<file path="config.mk">
export PLATFORM = sky130hd
export DESIGN_NAME = score_uart_tx
export DESIGN_NICKNAME = d
export VERILOG_FILES = /design/src/rtl/score_report_pkg.sv /design/src/rtl/uart_byte_tx.sv /design/src/rtl/score_uart_tx.sv
export SDC_FILE = /design/constraint.sdc
export NUM_CORES = 1
export LEC_CHECK = 0
export BUFFER_PORTS_ARGS = -buffer_cell sky130_fd_sc_hd__buf_2
export CORE_MARGIN = 8
export CORE_UTILIZATION = 40
export CTS_BUF_LIST = sky130_fd_sc_hd__clkbuf_2
export CTS_CLUSTER_DIAMETER = 30
export CTS_CLUSTER_SIZE = 8
export DETAILED_ROUTE_END_ITERATION = 10
export PLACE_DENSITY = 0.62
export SYNTH_ARGS = -nofsm -noshare
export SYNTH_HDL_FRONTEND = slang
export SYNTH_SLANG_ARGS = --single-unit
</file>
<file path="constraint.sdc">
create_clock -name clk -period 4.94 [get_ports clk]
set_clock_uncertainty 0.15 [all_clocks]
set_input_delay 0.494 -clock clk [delete_from_list [all_inputs] [get_ports clk]]
set_output_delay 0.494 -clock clk [all_outputs]
set_load 0.01 [all_outputs]
</file>
<file path="src/rtl/score_report_pkg.sv">
// score_report_pkg: definitions shared by the score reporter UART.
//   - ASCII constants used to build the 6-byte "S<hex>R<hex>\r\n" record
//   - RECORD_LEN / LAST_BYTE for the byte index
//   - serialiser state encoding (tx_state_t) and record state (rec_state_t)
//   - hex_to_ascii(): 4-bit value to uppercase ASCII hex digit
// Build option: SCORE_REPORT_PARITY_EN adds the even-parity state (8E1 framing).
package score_report_pkg;

    localparam int RECORD_LEN = 6;
    localparam logic [2:0] LAST_BYTE = 3'(RECORD_LEN - 1);

    localparam logic [7:0] CHAR_S         = 8'h53;
    localparam logic [7:0] CHAR_R         = 8'h52;
    localparam logic [7:0] CHAR_CR        = 8'h0D;
    localparam logic [7:0] CHAR_LF        = 8'h0A;
    localparam logic [7:0] HEX_DIGIT_BASE = 8'h30;  // '0'
    localparam logic [7:0] HEX_ALPHA_BASE = 8'h41;  // 'A'

    typedef enum logic [2:0] {
        ST_IDLE   = 3'd0,
        ST_START  = 3'd1,
        ST_DATA   = 3'd2,
        ST_STOP   = 3'd3
`ifdef SCORE_REPORT_PARITY_EN
        ,
        ST_PARITY = 3'd4
`endif
    } tx_state_t;

    typedef enum logic {
        REC_IDLE = 1'b0,
        REC_SEND = 1'b1
    } rec_state_t;

    function automatic logic [7:0] hex_to_ascii(input logic [3:0] value);
        logic [7:0] v8;
        v8 = {4'd0, value};
        if (value < 4'd10)
            return HEX_DIGIT_BASE + v8;
        else
            return HEX_ALPHA_BASE + v8 - 8'd10;
    endfunction

endpackage

</file>
<file path="src/rtl/uart_byte_tx.sv">
// uart_byte_tx: serialises one byte as start bit, 8 data bits LSB first,
// optional even parity bit, stop bit. Each bit lasts CLKS_PER_BIT cycles.
// Ports:
//   clk, reset (async, active-low)
//   start      load data and begin a frame (sampled in IDLE and in the last
//              stop-bit cycle, so frames can be chained with no gap)
//   data[7:0]  byte to send, captured when start is taken
//   done       high during the final cycle of the stop bit
//   tx         registered serial output, idle high
// Build option: SCORE_REPORT_PARITY_EN inserts the PARITY state (8E1).
//
// state  | meaning
// IDLE   | line idle (tx=1), waiting for start
// START  | start bit (tx=0)
// DATA   | data bits, bit_cnt selects the bit
// PARITY | even parity over the data byte (parity builds only)
// STOP   | stop bit (tx=1); done on its last cycle
module uart_byte_tx
    import score_report_pkg::*;
#(
    parameter int CLKS_PER_BIT = 434
) (
    input  logic       clk,
    input  logic       reset,
    input  logic       start,
    input  logic [7:0] data,
    output logic       done,
    output logic       tx
);

    localparam int TW = (CLKS_PER_BIT > 1) ? $clog2(CLKS_PER_BIT) : 1;
    localparam logic [TW-1:0] BIT_LAST = TW'(CLKS_PER_BIT - 1);

    tx_state_t     state, state_n;
    logic [TW-1:0] timer, timer_n;
    logic [2:0]    bit_cnt, bit_cnt_n;
    logic [7:0]    data_q, data_n;
    logic          tx_n;
    logic          bit_end;

    assign bit_end = (timer == BIT_LAST);

    always_ff @(posedge clk or negedge reset) begin
        if (!reset) begin
            state   <= ST_IDLE;
            timer   <= '0;
            bit_cnt <= '0;
            data_q  <= '0;
            tx      <= 1'b1;
        end else begin
            state   <= state_n;
            timer   <= timer_n;
            bit_cnt <= bit_cnt_n;
            data_q  <= data_n;
            tx      <= tx_n;
        end
    end

    always_comb begin
        state_n   = state;
        timer_n   = timer + TW'(1);
        bit_cnt_n = bit_cnt;
        data_n    = data_q;
        unique case (state)
            ST_IDLE: begin
                timer_n = '0;
                if (start) begin
                    state_n   = ST_START;
                    bit_cnt_n = '0;
                    data_n    = data;
                end
            end
            ST_START: begin
                if (bit_end) begin
                    state_n   = ST_DATA;
                    timer_n   = '0;
                    bit_cnt_n = '0;
                end
            end
            ST_DATA: begin
                if (bit_end) begin
                    timer_n = '0;
                    if (bit_cnt == 3'd7) begin
                        bit_cnt_n = '0;
`ifdef SCORE_REPORT_PARITY_EN
                        state_n   = ST_PARITY;
`else
                        state_n   = ST_STOP;
`endif
                    end else begin
                        bit_cnt_n = bit_cnt + 3'd1;
                    end
                end
            end
`ifdef SCORE_REPORT_PARITY_EN
            ST_PARITY: begin
                if (bit_end) begin
                    state_n = ST_STOP;
                    timer_n = '0;
                end
            end
`endif
            ST_STOP: begin
                if (bit_end) begin
                    timer_n = '0;
                    // Chaining straight into the next start bit keeps the
                    // record gap-free between bytes.
                    if (start) begin
                        state_n   = ST_START;
                        bit_cnt_n = '0;
                        data_n    = data;
                    end else begin
                        state_n = ST_IDLE;
                    end
                end
            end
            default: begin
                state_n = ST_IDLE;
                timer_n = '0;
            end
        endcase
    end

    // tx is registered from the next-state values so the line level changes
    // on the same edge as the state.
    always_comb begin
        done = (state == ST_STOP) && bit_end;
        tx_n = 1'b1;
        unique case (state_n)
            ST_START:  tx_n = 1'b0;
            ST_DATA:   tx_n = data_n[bit_cnt_n];
`ifdef SCORE_REPORT_PARITY_EN
            ST_PARITY: tx_n = ^data_n;
`endif
            default:   tx_n = 1'b1;
        endcase
    end

endmodule

</file>
<file path="src/rtl/score_uart_tx.sv">
// score_uart_tx: sends a score/target pair as the ASCII record
// "S<hex score>R<hex target>\r\n" over a UART line (8N1, or 8E1 when
// SCORE_REPORT_PARITY_EN is defined).
// Parameters: CLK_HZ, BAUD; CLKS_PER_BIT = CLK_HZ/BAUD is derived.
// Ports:
//   clk, reset (async, active-low)
//   report_valid / report_ready  handshake; score/target latched on transfer
//   score[3:0], target[3:0]      values to report
//   tx                           serial output, idle high
//   busy                         high from acceptance to end of last stop bit
//
// state    | meaning
// REC_IDLE | ready for a report (report_ready=1 once out of reset)
// REC_SEND | record in flight; byte_idx is the byte on the line
module score_uart_tx
    import score_report_pkg::*;
#(
    parameter int CLK_HZ = 50_000_000,
    parameter int BAUD   = 115200
) (
    input  logic       clk,
    input  logic       reset,
    input  logic       report_valid,
    output logic       report_ready,
    input  logic [3:0] score,
    input  logic [3:0] target,
    output logic       tx,
    output logic       busy
);

    localparam int CLKS_PER_BIT = CLK_HZ / BAUD;

    rec_state_t rec_state, rec_state_n;
    logic [2:0] byte_idx, byte_idx_n;
    logic [2:0] next_sel;
    logic [3:0] score_q, target_q;
    logic       accept;
    logic       byte_start;
    logic       byte_done;
    logic [7:0] byte_data;

    assign accept = report_valid && report_ready;

    always_ff @(posedge clk or negedge reset) begin
        if (!reset) begin
            rec_state    <= REC_IDLE;
            byte_idx     <= '0;
            score_q      <= '0;
            target_q     <= '0;
            report_ready <= 1'b0;
            busy         <= 1'b0;
        end else begin
            rec_state    <= rec_state_n;
            byte_idx     <= byte_idx_n;
            report_ready <= (rec_state_n == REC_IDLE);
            busy         <= (rec_state_n == REC_SEND);
            if (accept) begin
                score_q  <= score;
                target_q <= target;
            end
        end
    end

    always_comb begin
        rec_state_n = rec_state;
        byte_idx_n  = byte_idx;
        unique case (rec_state)
            REC_IDLE: begin
                if (accept) begin
                    rec_state_n = REC_SEND;
                    byte_idx_n  = '0;
                end
            end
            REC_SEND: begin
                if (byte_done) begin
                    if (byte_idx == LAST_BYTE)
                        rec_state_n = REC_IDLE;
                    else
                        byte_idx_n = byte_idx + 3'd1;
                end
            end
            default: rec_state_n = REC_IDLE;
        endcase
    end

    // The serialiser captures data when start is taken, which is either the
    // accept edge (byte 0) or the last stop-bit cycle of the previous byte,
    // so the mux presents the byte that is about to begin.
    always_comb begin
        byte_start = accept ||
                     ((rec_state == REC_SEND) && byte_done && (byte_idx != LAST_BYTE));
        next_sel   = (rec_state == REC_IDLE) ? 3'd0 : byte_idx + 3'd1;
        unique case (next_sel)
            3'd0:    byte_data = CHAR_S;
            3'd1:    byte_data = hex_to_ascii(score_q);
            3'd2:    byte_data = CHAR_R;
            3'd3:    byte_data = hex_to_ascii(target_q);
            3'd4:    byte_data = CHAR_CR;
            3'd5:    byte_data = CHAR_LF;
            default: byte_data = 8'hFF;
        endcase
    end

    uart_byte_tx #(
        .CLKS_PER_BIT (CLKS_PER_BIT)
    ) u_byte_tx (
        .clk   (clk),
        .reset (reset),
        .start (byte_start),
        .data  (byte_data),
        .done  (byte_done),
        .tx    (tx)
    );

endmodule

</file>
==> flow_metrics.env, run 1 <==
export IMPL_status="complete, no violations"
export IMPL_worst_path_max_fanout=14
export IMPL_path_clk_slew_ns=0.20
export IMPL_cp_arrival_ns=3.09
export IMPL_crit_type="flop to flop"
export IMPL_postCtsResizedCells=0
export IMPL_row_count=27
export IMPL_vias=1738
export IMPL_irDropWorstVdd_uv=152.6
export IMPL_syn_num_nets=262
export IMPL_drive_above_1_share=0.1111
export IMPL_synth_edf_count=0
export IMPL_power_density_nw_per_um2=344.5
export IMPL_fmax_mhz=344.5
export IMPL_grt_max_degree=38
export IMPL_hold_path_class="input port to asynchronous set/reset pin"
export IMPL_syn_inst=243
export IMPL_die_h_um=90.07
export IMPL_grt_pass1_vias=1595
export IMPL_post_cts_buffers=0
export IMPL_tightestPinTransition_ns=0.8169
export IMPL_synth_area_um2=2195
export IMPL_coreArea_um2=5405
export IMPL_finalMaxSlewViolations=0
export IMPL_gp_congestion=0.7911
export IMPL_cts_hold_repair_buffers=0
export IMPL_wl_met3_um=135
export IMPL_synthXorXnorAreaFrac=0.05530
export IMPL_clk_insertion_delay_late_ns=0.39
export IMPL_worst_endpoint_required_ns=5.12
export IMPL_dpl_hpwl_um=3276
export IMPL_drtIter0Drc=66
export IMPL_drt_met1_wl_um=2149
export IMPL_cts_root_buf="clkbuf_2"
export IMPL_fin_crit_ns=2.902
export IMPL_avgRoutedWirePerCell_um=13.61
export IMPL_h_tree_depth=2
export IMPL_finalHoldViolCount=0
export IMPL_grt_pass1_wl_um=7583
export IMPL_synth_compound_area_frac=0.1876
export IMPL_nNetsFinal=270
export IMPL_cp_start_kind="flop"
export IMPL_maxCapViolCount=0
export IMPL_yosysSeqAreaShare=0.4225
export IMPL_routed_wl_um=4411
export IMPL_firstDrtPassIters=4
export IMPL_wl_met2_um=2048
export IMPL_cts_tree="built"
export IMPL_slew_headroom=0.4554
export IMPL_post_dp_cell_area_um2=2288
export IMPL_postLayoutCellArea_um2=2355
export IMPL_portBuffers=13
export IMPL_synthArstFlopShare=1.000
export IMPL_avgSynthCellArea_um2=9.031
export IMPL_synthAdderAreaFrac=0.04561
export IMPL_route_detailed_drc=0
export IMPL_reg2reg_to="u_byte_tx.tx"
export IMPL_final_common_cell="nand2_1"
export IMPL_chipWidth_um=90.07
export IMPL_synth_cell_types=53
export IMPL_ant_nets=0
export IMPL_dieArea_um2=8113
export IMPL_grtUsageTotal=0.1134
export IMPL_antenna_cells=0
export IMPL_yosys_area_share_simple=0.2070
export IMPL_rsz0062_at_grt="false"
export IMPL_cts_buffers=5
export IMPL_viasPerCell=5.364
export IMPL_synth_ff_type="dfrtp_1"
export IMPL_io_pins=14
export IMPL_highest_layer="met4"
export IMPL_grt_ovfl_total=0
export IMPL_cts_sinks=37
export IMPL_rr_worst_depth=9
export IMPL_utilization=0.4356
export IMPL_syn_to_final_growth_pct=7.298
export IMPL_layout_common_cells="38 x nand2_1, 36 x dfrtp_1, 24 x nor2_1, 16 x o21ai_0, 13 x buf_2"
export IMPL_synth_top_family_by_area="simple AND/OR/NAND/NOR gates"
export IMPL_post_route_period_util=0.5875
export IMPL_reg2reg_from="byte_idx[0]"
export IMPL_antenna_found_initial=0
export IMPL_fin_setup_tns_ns=0
export IMPL_ys_ff_latch=37
export IMPL_clock_path_buffers=2
export IMPL_muxShareOfSynthArea=0.03193
export IMPL_yosysWarningCount=0
export IMPL_reg2reg_slack_ns=2.04
export IMPL_p_leak_nw=1.041
export IMPL_setup_viol=0
export IMPL_start_util=0.4060
export IMPL_crit_path_end_kind="flop"
export IMPL_fillers=552
## critical path, cell delays in order (launching register included)
cell and delay, ns:
dfrtp_1 0.46, ha_1 0.54, nor2b_1 0.31, nand2_1 0.10, o221ai_1 0.24, a211oi_1 0.11, a311oi_1 0.32, nand2_1 0.10
a311o_1 0.36, a31oi_1 0.16
## registers in the layout, summed over array words and instances, names as in the netlist
register / count
u_byte_tx.state: 3
u_byte_tx.bit_cnt: 3
rec_state: 1
report_ready: 1
target_q: 4
score_q: 4
byte_idx: 3
u_byte_tx.timer: 9
u_byte_tx.data_q: 8
u_byte_tx.tx: 1
## how the worst max path moves through the flow
stage | startpoint | end | slack [ns]
finish | byte_idx[0] | u_byte_tx.tx | 2.04
global route | byte_idx[0] | u_byte_tx.tx | 1.74
CTS | byte_idx[0] | u_byte_tx.tx | 2.02
detailed placement | byte_idx[0] | u_byte_tx.tx | 2.04
global placement | report_valid | u_byte_tx.tx | 2.09
floorplan | byte_idx[0] | u_byte_tx.tx | 2.35
## cells in the mapped netlist (4+ instances only)
cell | n | area, um^2
nand2_1 | 38 | 142.6
dfrtp_1 | 36 | 900.9
nor2_1 | 24 | 90.09
o21ai_0 | 16 | 80.08
inv_1 | 12 | 45.04
a21oi_1 | 9 | 45.04
clkbuf_1 | 9 | 33.78
ha_1 | 8 | 100.1
nand3_1 | 7 | 35.03
xnor2_1 | 7 | 61.31
a31oi_1 | 5 | 31.28
xor2_1 | 5 | 43.79
a211oi_1 | 4 | 30.03
o211ai_1 | 4 | 30.03
## cell type report
| type | count | area (um^2) | share of cell area |
|---|---|---|---|
| Multi-Input combinational cell | 182 | 1161 | 0.4931 |
| Timing Repair Buffer | 13 | 65.06 | 0.02763 |
| Clock buffer | 5 | 25.02 | 0.01063 |
| Tap cell | 72 | 90.09 | 0.03826 |
| Clock inverter | 3 | 41.29 | 0.01753 |
| Sequential cell | 37 | 927.1 | 0.3937 |
| Inverter | 12 | 45.04 | 0.01913 |
## through the flow
step | total power [mW] | worst slack [ns] | hold WS (ns) | std cells
final | 0.8113 | 2.038 | 0.02117 | 324
after global routing | 0.8760 | 1.736 | 0.03741 | 324
after CTS | 0.8205 | 2.017 | 0.01715 | 324
after detailed placement | 0.6295 | 2.042 | 0.3272 | 316
after global placement | 0.6304 | 2.092 | 0.3303 | 316
after floorplan | 0.5719 | 2.348 | 0.04841 | 243
## layer usage
metal / global-route usage / up-vias
met3: 0.02577 / 9
met1: 0.1461 / 823
li1: - / 874
met5: 0 / -
met4: 0.04993 / 0
met2: 0.1773 / 32
## logic make-up after synthesis
group | after synthesis
and+or+nand+nor | 95
AOI/OAI and AO/OA | 60
DFF | 37
buffers and inverters | 24
xor gates and xnor gates | 13
adders and majority gates | 8
muxes | 5
other | 1
## power by group
part	switching [mW]	internal [mW]	leakage, nW	total [mW]
combinational	0.120	0.0972	0.538	0.217
sequential	0.0506	0.355	0.467	0.406
clock	0.105	0.0838	0.0366	0.188
total	0.275	0.536	1.04	0.811
(Power assumes the default switching activity.)
==> run 2: changes to the inputs <==
==> constraint.sdc (replaced) <==
create_clock -name clk -period 2.99 [get_ports clk]
set_clock_uncertainty 0.15 [all_clocks]
set_input_delay 0.299 -clock clk [delete_from_list [all_inputs] [get_ports clk]]
set_output_delay 0.299 -clock clk [all_outputs]
set_load 0.01 [all_outputs]
==> run 2 against run 1 <==
Compared with the run above:
- final cell count up 4.3%
- largest cell class unchanged
- critical path depth unchanged
- via count up 2.4%
- critical path type unchanged
- combinational power up 77%
- critical endpoint unchanged
==> flow_metrics.env, run 2 (same netlist as run 1, synthesis figures left out) <==
export IMPL_status="complete, no violations"
export IMPL_post_dp_cell_area_um2=2326
export IMPL_row_count=27
export IMPL_p_leak_nw=1.105
export IMPL_swShare=0.3318
export IMPL_hold_path_class="input port to flop"
export IMPL_final_common_cell="nand2_1"
export IMPL_finalMaxSlewViolations=0
export IMPL_cp_start_kind="flop"
export IMPL_layout_common_cells="38 x nand2_1, 36 x dfrtp_1, 24 x nor2_1, 16 x o21ai_0, 13 x buf_2"
export IMPL_tightestPinTransition_ns=0.7921
export IMPL_route_detailed_drc=0
export IMPL_grt_ovfl_total=0
export IMPL_start_util=0.4060
export IMPL_slowest_stage="dfrtp_1"
export IMPL_grt_pass1_vias=1755
export IMPL_cts_buffers=5
export IMPL_fin_crit_ns=2.852
export IMPL_grt_pass1_wl_um=7990
export IMPL_clk_insertion_delay_late_ns=0.37
export IMPL_reg2reg_slack_ns=0.14
export IMPL_die_h_um=90.07
export IMPL_fmax_mhz=350.7
export IMPL_regMostFlops="u_byte_tx.timer"
export IMPL_cts_sinks=37
export IMPL_largest_reg_flops=9
export IMPL_rsz0062_at_grt="false"
export IMPL_worst_endpoint_required_ns=3.14
export IMPL_cts_tree="built"
export IMPL_antenna_cells=0
export IMPL_clock_path_buffers=2
export IMPL_drive_above_1_share=0.1278
export IMPL_postLayoutCellArea_um2=2489
export IMPL_nNetsFinal=284
export IMPL_power_frac_comb=0.285
export IMPL_cts_root_buf="clkbuf_2"
export IMPL_grt_busiest_layer="met2"
export IMPL_p_int_mw=0.9024
export IMPL_viasPerCell=5.263
export IMPL_h_tree_depth=2
export IMPL_dieArea_um2=8113
export IMPL_grt_max_degree=38
export IMPL_holdWs_ns=0.3070
export IMPL_routed_wl_um=4510
export IMPL_avgRoutedWirePerCell_um=13.34
export IMPL_grt_util_met1=0.1428
export IMPL_finalHoldViolCount=0
export IMPL_coreArea_um2=5405
export IMPL_vias=1779
export IMPL_io_pins=14
export IMPL_grtUsageTotal=0.1186
export IMPL_gp_congestion=0.8218
export IMPL_chipWidth_um=90.07
export IMPL_fin_setup_tns_ns=0
export IMPL_power_frac_seq=0.490
export IMPL_antenna_found_initial=0
export IMPL_irDropWorstVdd_uv=292.4
export IMPL_slew_headroom=0.4719
export IMPL_use_met3=0.03159
export IMPL_crit_path_end_kind="flop"
export IMPL_grt_use_met2=0.2000
export IMPL_setup_viol=0
export IMPL_dpl_hpwl_um=3323
export IMPL_p_sw_mw=0.4480
export IMPL_maxCapViolCount=0
export IMPL_portBuffers=13
export IMPL_reg_top3="u_byte_tx.timer: 9 flops, u_byte_tx.data_q: 8 flops"
export IMPL_power_density_nw_per_um2=542.7
export IMPL_path_cells="ha_1 > a21bo_1 > or2_4 > o31ai_4 > o21bai_1 > mux2_4 > mux4_2 > a21oi_1 > a31oi_1"
export IMPL_ant_nets=0
export IMPL_path_clk_slew_ns=0.19
export IMPL_slowest_delay_ns=0.47
export IMPL_power_frac_clock=0.225
export IMPL_firstDrtPassIters=4
export IMPL_drtIter0Drc=74
export IMPL_crit_type="flop to flop"
export IMPL_worst_path_max_fanout=5
export IMPL_syn_to_final_growth_pct=13.40
export IMPL_post_route_period_util=0.9537
export IMPL_utilization=0.4604
export IMPL_cp_arrival_ns=3.01
==> run 2: layout make-up <==
cell class / count / area, um^2
Tap cell: 72 / 90.09
Inverter: 12 / 45.04
Multi-Input combinational cell: 182 / 1167
Fill cell: 556 / 2917
Sequential cell: 37 / 927.1
Clock inverter: 3 / 41.29
Timing Repair Buffer: 27 / 192.7
Clock buffer: 5 / 25.02
==> run 2: critical path: cells and delay by family, from the launching register on <==
| kind | cells | cell delay [ns] |
|---|---|---|
| mux | 2 | 0.73 |
| simple gates | 1 | 0.25 |
| fa+ha+maj | 1 | 0.24 |
| flops | 1 | 0.47 |
| compound gates | 5 | 0.96 |
==> run 2: metal layers <==
layer	up-vias	share of wire
li1	897	-
met1	858	0.47
met2	20	0.50
met3	4	0.024
met4	0	0.0098
met5	-	0
==> run 2: through the flow <==
step,total power [mW],cells,setup WS [ns]
after floorplan,0.9449,243,0.3982
after detailed placement,1.049,321,0.1709
after CTS,1.371,338,0.1260
after global routing,1.462,338,0.006545
final,1.350,338,0.1384
after global placement,1.048,321,0.1912
==> run 2: power groups by stage <==
stage / Combinational [mW] / Clock [mW] / Sequential, mW
final: 0.384 / 0.304 / 0.662
after global routing: 0.441 / 0.346 / 0.675
after CTS: 0.387 / 0.322 / 0.663
after detailed placement: 0.377 / 0 / 0.673
after global placement: 0.377 / 0 / 0.671
after floorplan: 0.302 / 0 / 0.643
==> run 2: path summary, 6_finish.rpt <==
check                                   startpoint                   to  cells past startpoint
worst min-delay path                  report_valid          byte_idx[0]                      4
worst min register to register  u_byte_tx.timer[0]   u_byte_tx.timer[0]                      1
min in group asynchronous                    reset          target_q[2]                      2
worst max-delay path                   byte_idx[0]         u_byte_tx.tx                      9
worst max register to register         byte_idx[0]         u_byte_tx.tx                      9
max in group asynchronous                    reset  u_byte_tx.data_q[2]                      2
==> run 2: timing repair <==
| action | in CTS | in global routing |
|---|---|---|
| endpoints found under the setup margin | 0 | 1 |
| hold buffers | 9 | 0 |
| resized for setup | 0 | 1 |
| buffers inserted | 0 | 0 |
| endpoints found under the hold margin | 44 | 0 |
